File: src/rtl/fb_cu_pipe.sv
// Pipelined control unit: decodes the ID opcode and carries the control bits through
// ID/EX, EX/MEM and MEM/WB, applying stall/flush bubbles and multi-cycle load waits.
module fb_cu_pipe #(
    parameter int unsigned ALU_OP_W      = 2,
    parameter int unsigned LOAD_LAT      = 1,
    parameter int unsigned SUPPORT_UPPER = 1
) (
    input  logic                clk,
    input  logic                rst,
    input  logic [6:0]          id_opcode,
    input  logic                id_stall,
    input  logic                ex_flush,
    output logic                pipe_hold,
    output logic                mem_wait,
    output logic [ALU_OP_W-1:0] ex_alu_op,
    output logic                ex_alu_src,
    output logic                ex_alu_res_src,
    output logic                ex_jalr_en,
    output logic                ex_lui,
    output logic                ex_auipc,
    output logic                ex_illegal,
    output logic                mem_read,
    output logic                mem_write,
    output logic                mem_branch,
    output logic                wb_mem_to_reg,
    output logic                wb_reg_write
);

    localparam int unsigned CNT_W = (LOAD_LAT > 1) ? $clog2(LOAD_LAT) : 1;

    localparam logic [6:0] OP_R     = 7'b0110011;
    localparam logic [6:0] OP_I     = 7'b0010011;
    localparam logic [6:0] OP_LW    = 7'b0000011;
    localparam logic [6:0] OP_S     = 7'b0100011;
    localparam logic [6:0] OP_B     = 7'b1100011;
    localparam logic [6:0] OP_JALR  = 7'b1100111;
    localparam logic [6:0] OP_JAL   = 7'b1101111;
    localparam logic [6:0] OP_LUI   = 7'b0110111;
    localparam logic [6:0] OP_AUIPC = 7'b0010111;

    typedef struct packed {
        logic [ALU_OP_W-1:0] alu_op;
        logic                alu_src;
        logic                alu_res_src;
        logic                jalr_en;
        logic                lui;
        logic                auipc;
        logic                illegal;
        logic                mem_read;
        logic                mem_write;
        logic                branch;
        logic                mem_to_reg;
        logic                reg_write;
    } idex_t;

    typedef struct packed {
        logic mem_read;
        logic mem_write;
        logic branch;
        logic mem_to_reg;
        logic reg_write;
    } exmem_t;

    typedef struct packed {
        logic mem_to_reg;
        logic reg_write;
    } memwb_t;

    idex_t             dec;
    idex_t             idex_d, idex_q;
    exmem_t            exmem_d, exmem_q;
    memwb_t            memwb_d, memwb_q;
    logic [CNT_W-1:0]  cnt_d, cnt_q;

    always_comb begin
        dec = '0;
        case (id_opcode)
            OP_R: begin
                dec.alu_op    = ALU_OP_W'(2'b10);
                dec.reg_write = 1'b1;
            end
            OP_I: begin
                dec.alu_op    = ALU_OP_W'(2'b11);
                dec.alu_src   = 1'b1;
                dec.reg_write = 1'b1;
            end
            OP_LW: begin
                dec.alu_src    = 1'b1;
                dec.mem_read   = 1'b1;
                dec.mem_to_reg = 1'b1;
                dec.reg_write  = 1'b1;
            end
            OP_S: begin
                dec.alu_src   = 1'b1;
                dec.mem_write = 1'b1;
            end
            OP_B: begin
                dec.alu_op = ALU_OP_W'(2'b01);
                dec.branch = 1'b1;
            end
            OP_JALR: begin
                dec.alu_res_src = 1'b1;
                dec.jalr_en     = 1'b1;
                dec.reg_write   = 1'b1;
            end
            OP_JAL: begin
                dec.alu_res_src = 1'b1;
                dec.reg_write   = 1'b1;
            end
            OP_LUI, OP_AUIPC: begin
                if (SUPPORT_UPPER != 0) begin
                    dec.alu_src   = 1'b1;
                    dec.reg_write = 1'b1;
                    dec.lui       = (id_opcode == OP_LUI);
                    dec.auipc     = (id_opcode == OP_AUIPC);
                end else begin
                    dec.illegal = 1'b1;
                end
            end
            default: dec.illegal = 1'b1;
        endcase
    end

    assign mem_wait  = (LOAD_LAT > 1) && (cnt_q != '0);
    assign pipe_hold = id_stall | mem_wait;

    always_comb begin
        idex_d  = idex_q;
        exmem_d = exmem_q;
        memwb_d = memwb_q;
        cnt_d   = cnt_q;
        if (mem_wait) begin
            // Load still in MEM: freeze EX/MEM, drain a bubble into WB.
            memwb_d = '0;
            cnt_d   = cnt_q - CNT_W'(1);
            if (ex_flush) begin
                idex_d = '0;
            end
        end else begin
            exmem_d.mem_read   = idex_q.mem_read;
            exmem_d.mem_write  = idex_q.mem_write;
            exmem_d.branch     = idex_q.branch;
            exmem_d.mem_to_reg = idex_q.mem_to_reg;
            exmem_d.reg_write  = idex_q.reg_write;
            memwb_d.mem_to_reg = exmem_q.mem_to_reg;
            memwb_d.reg_write  = exmem_q.reg_write;
            idex_d             = (ex_flush || id_stall) ? '0 : dec;
            if ((LOAD_LAT > 1) && idex_q.mem_read) begin
                cnt_d = CNT_W'(LOAD_LAT - 1);
            end
        end
    end

    always_ff @(posedge clk) begin
        if (rst) begin
            idex_q  <= '0;
            exmem_q <= '0;
            memwb_q <= '0;
            cnt_q   <= '0;
        end else begin
            idex_q  <= idex_d;
            exmem_q <= exmem_d;
            memwb_q <= memwb_d;
            cnt_q   <= cnt_d;
        end
    end

    assign ex_alu_op      = idex_q.alu_op;
    assign ex_alu_src     = idex_q.alu_src;
    assign ex_alu_res_src = idex_q.alu_res_src;
    assign ex_jalr_en     = idex_q.jalr_en;
    assign ex_lui         = idex_q.lui;
    assign ex_auipc       = idex_q.auipc;
    assign ex_illegal     = idex_q.illegal;
    assign mem_read       = exmem_q.mem_read;
    assign mem_write      = exmem_q.mem_write;
    assign mem_branch     = exmem_q.branch;
    assign wb_mem_to_reg  = memwb_q.mem_to_reg;
    assign wb_reg_write   = memwb_q.reg_write;

endmodule

File: config.mk
export PLATFORM = sky130hd
export DESIGN_NAME = fb_cu_pipe
export DESIGN_NICKNAME = d
export VERILOG_FILES = /design/src/rtl/fb_cu_pipe.sv
export SDC_FILE = /design/constraint.sdc
export NUM_CORES = 1
export LEC_CHECK = 0
export ABC_AREA = 1
export CORE_ASPECT_RATIO = 1.1
export CORE_UTILIZATION = 40
export CTS_CLUSTER_SIZE = 30
export DETAILED_ROUTE_END_ITERATION = 8
export MAX_ROUTING_LAYER = met4
export PLACE_DENSITY_LB_ADDON = 0.12
export SETUP_SLACK_MARGIN = 0.5
export SLEW_MARGIN = 30
export SYNTH_ARGS = -nofsm -noshare
export SYNTH_HDL_FRONTEND = slang
export SYNTH_SLANG_ARGS = --single-unit
export TNS_END_PERCENT = 50
File: constraint.sdc
create_clock -name clk -period 0.9 [get_ports clk]
set_input_delay 0.18 -clock clk [delete_from_list [all_inputs] [get_ports clk]]
set_output_delay 0.18 -clock clk [all_outputs]
set_load 0.02 [all_outputs]
==> metrics.md, run 1 <==
| Metric | Value |
|---|---|
| Initial core utilization | 0.4376 |
| Reg power frac | 0.524 |
| Synth Area in Adders | 0 |
| Final Instance Area | 1245 um2 |
| Cts hold-fix bufs | 0 |
| Post-layout minimum cycle time | 944.9 ps |
| Wire per inst | 10.30 um |
| Top routing layer in use | met4 |
| Largest area contributor in the netlist | dfxtp_1 |
| Compound-Gate Fraction of Synth Area | 0.04122 |
| Synth Area in XOR/XNOR | 0 |
| Max Clk Rate | 1058 MHz |
| Pre-antenna DRT Iters | 4 |
| Final Setup Violations | 13 |
| Max Fanout on Critical Path | 1 |
| Synth Instances | 86 |
| WHS | 193.5 ps |
| CP Launch Type | register |
| WL met3 | 82 um |
| Share of Yosys cell area claimed by the top area cell type | 0.5161 |
| Unique masters post-synth | 17 |
| H-tree Lvls | 1 |
| Post-route insts no fill | 144 |
| Clk sinks | 18 |
| Worst stage delay on the critical path | 350 ps |
| Diode count | 0 |
| PD cells | 1213 nW/um2 |
| Pre-CTS setup slack | -545.6 ps |
| Final Max Slew Viols | 0 |
| DRC | 0 |
| Vias in the first global route | 641 |
| Synth Register Bits | 18 |
| Internal Dissipation | 1.142 mW |
| Worst path top cell family by delay | flip-flops |
| Failing checks | setup timing |
| First-pass GRT wire length | 2539 um |
| Antenna Violating Nets Remaining | 0 |
| Rows | 15 |
| DR vias/cell | 4.569 |
| Clock power frac | 0.324 |
| Clock slew at reported path FFs | 100 ps |
| Gp weighted congestion | 0.9284 |
| Post-Place Cells | 135 |
| Synth Warn # | 0 |
| HP Class | in2reg |
| Sw Pwr | 0.3687 mW |
| Synth Area in Simple Gates | 0.3405 |
| Max reg flops | 4 |
| Area grow syn2layout | 78.31% |
| Post-synthesis mux area share | 0 |
| DP HPWL | 993.1 um |
| Cell area after synthesis | 698.2 um2 |
| Total power | 1.510 mW |
| Post-detailed-routing wire length | 1483 um |
| Proportion of layout cells with a drive suffix above 1 | 0.7480 |
| Cell area after placement | 1107 um2 |
| Final core utilization | 0.7804 |
| PnR worst setup slack | -44.91 ps |
| Syn Nets | 97 |
| Ranking of synthesized cells by area | dfxtp_1 (52%), nor2_1 (9.7%), nand2_1 (7.5%) |
| Setup Skew | 0.8337 ps |
| Final Hold Vio Count | 0 |
| Post-Route Setup TNS | -328.8 ps |
| Highest-count cells in the layout ignoring fill and taps | buf_6 (19), nor2_1 (12), dfxtp_2 (11), buf_4 (11) |
| Via Count | 658 |
| Core Area | 1595 um2 |
| Crit. End Element | output port |
| WS Path Type | reg2out |
| CTS Buffer Depth | 2 |
| Die area | 1917 um2 |
| Die Height | 45.82 um |
| RSZ-0062 raised after global routing | yes |
| Peak supply drop | 0.6057 mV |
| Static Leak | 0.5367 nW |
| DR iter-0 viols | 6 |
| GRT overflow | 0 |
| Slowest CP cell | dfxtp_4 |
| Inserted Clock Buffers | 3 |
| Gate power share | 0.152 |
| Routed wl met2 | 838 um |
| Largest family of logic cells by synthesized area | simple AND/OR/NAND/NOR gates |
| Met1 WL | 528 um |
| IO buf count | 24 |
| Clock Tree Root | clkbuf_4 |
| Ports | 26 |
| Commonest non-fill, non-tap cell in the layout | buf_6 |
| Worst-Skew Late Latency | 290 ps |
| CTS tree | yes |
| Max cap viols | 0 |
| CP arrival | 760 ps |
| Largest net degree at the start of global routing | 11 |
| Status | finished with violations |
| Worst Path Buf+Inv | 1 |
| CP required | 720 ps |
| Total GRT Usage | 0.1762 |
| Initial antenna violation count | 0 |
| Final worst-path cycle share | 1.050 |
| Sequential area share after synthesis | 0.5161 |
| Final-stage net count | 139 |
| Critical path, cell by cell | buf_6 |
| Chip Width | 41.84 um |
| Switch share | 0.2441 |
| Average cell area after synthesis | 8.118 um2 |
## per-layer routing
metal  up-vias  track usage
met1       288       0.1763
li1        340            -
met3         5      0.02381
met2        25       0.3469
met4         0      0.07097
met5         -            -
## synth_stat cells (all sizes together)
cell / instances
buf: 2
nand3: 1
conb: 1
nor2: 22
nor4: 1
o211ai: 1
dfxtp: 18
a21oi: 3
inv: 14
nand4: 2
nor3: 1
a31oi: 1
nand2: 19
## layout make-up
cell class	instances	area, um2
well taps	17	21.27
clock buffers	4	36.28
flip-flops and latches	18	385.4
repair buffers	38	346.6
multi-input cells	52	367.9
fillers	111	350.3
repair inverters	1	7.507
inverters	14	80.08
## logic make-up (layout without fill, tap and decap cells)
family | after synthesis | after routing
compound gates | 5 | 5
simple gates | 46 | 46
flops | 18 | 18
other cells | 1 | 1
buf+inv | 16 | 57
## worst paths after layout
| kind | startpoint | end | slack (ps) | depth (start not counted) |
|---|---|---|---|---|
| max | ex_alu_op[0] | ex_alu_op[0] | -40 | 1 |
| min | id_opcode[6] | exmem_d[3] | 190 | 3 |
| max reg2reg | exmem_q[1] | wb_mem_to_reg | 270 | 3 |
| min reg2reg | exmem_d[2] | mem_branch | 400 | 2 |
## power by group through the flow
| stage | combinational, mW | sequential, mW | clock [mW] |
|---|---|---|---|
| 2_1_floorplan | 0.0926 | 0.813 | 0 |
| 3_3_place_gp | 0.208 | 0.809 | 0 |
| 3_5_place_dp | 0.210 | 0.810 | 0 |
| 4_1_cts | 0.225 | 0.792 | 0.475 |
| 5_1_grt | 0.247 | 0.792 | 0.528 |
| 6_report | 0.230 | 0.792 | 0.489 |
## what timing repair did
action | 4_1_cts | 5_1_grt
gates resized for setup | 147 | 16
buffers inserted | 3 | 1
pin swaps | 29 | 24
endpoints found under the setup margin | 32 | 32
gates cloned | 1 | 0
Power figures use the tool's default switching activity.
==> inputs of run 2 (changes only) <==
--- a/config.mk
+++ b/config.mk
@@ -6,6 +6,7 @@
 export NUM_CORES = 1
 export LEC_CHECK = 0
 export ABC_AREA = 1
+export CAP_MARGIN = 10
 export CORE_ASPECT_RATIO = 1.1
 export CORE_UTILIZATION = 40
 export CTS_CLUSTER_SIZE = 30
==> results of run 2 <==
The final DEF is identical to that of run 1; final timing and power are the same.
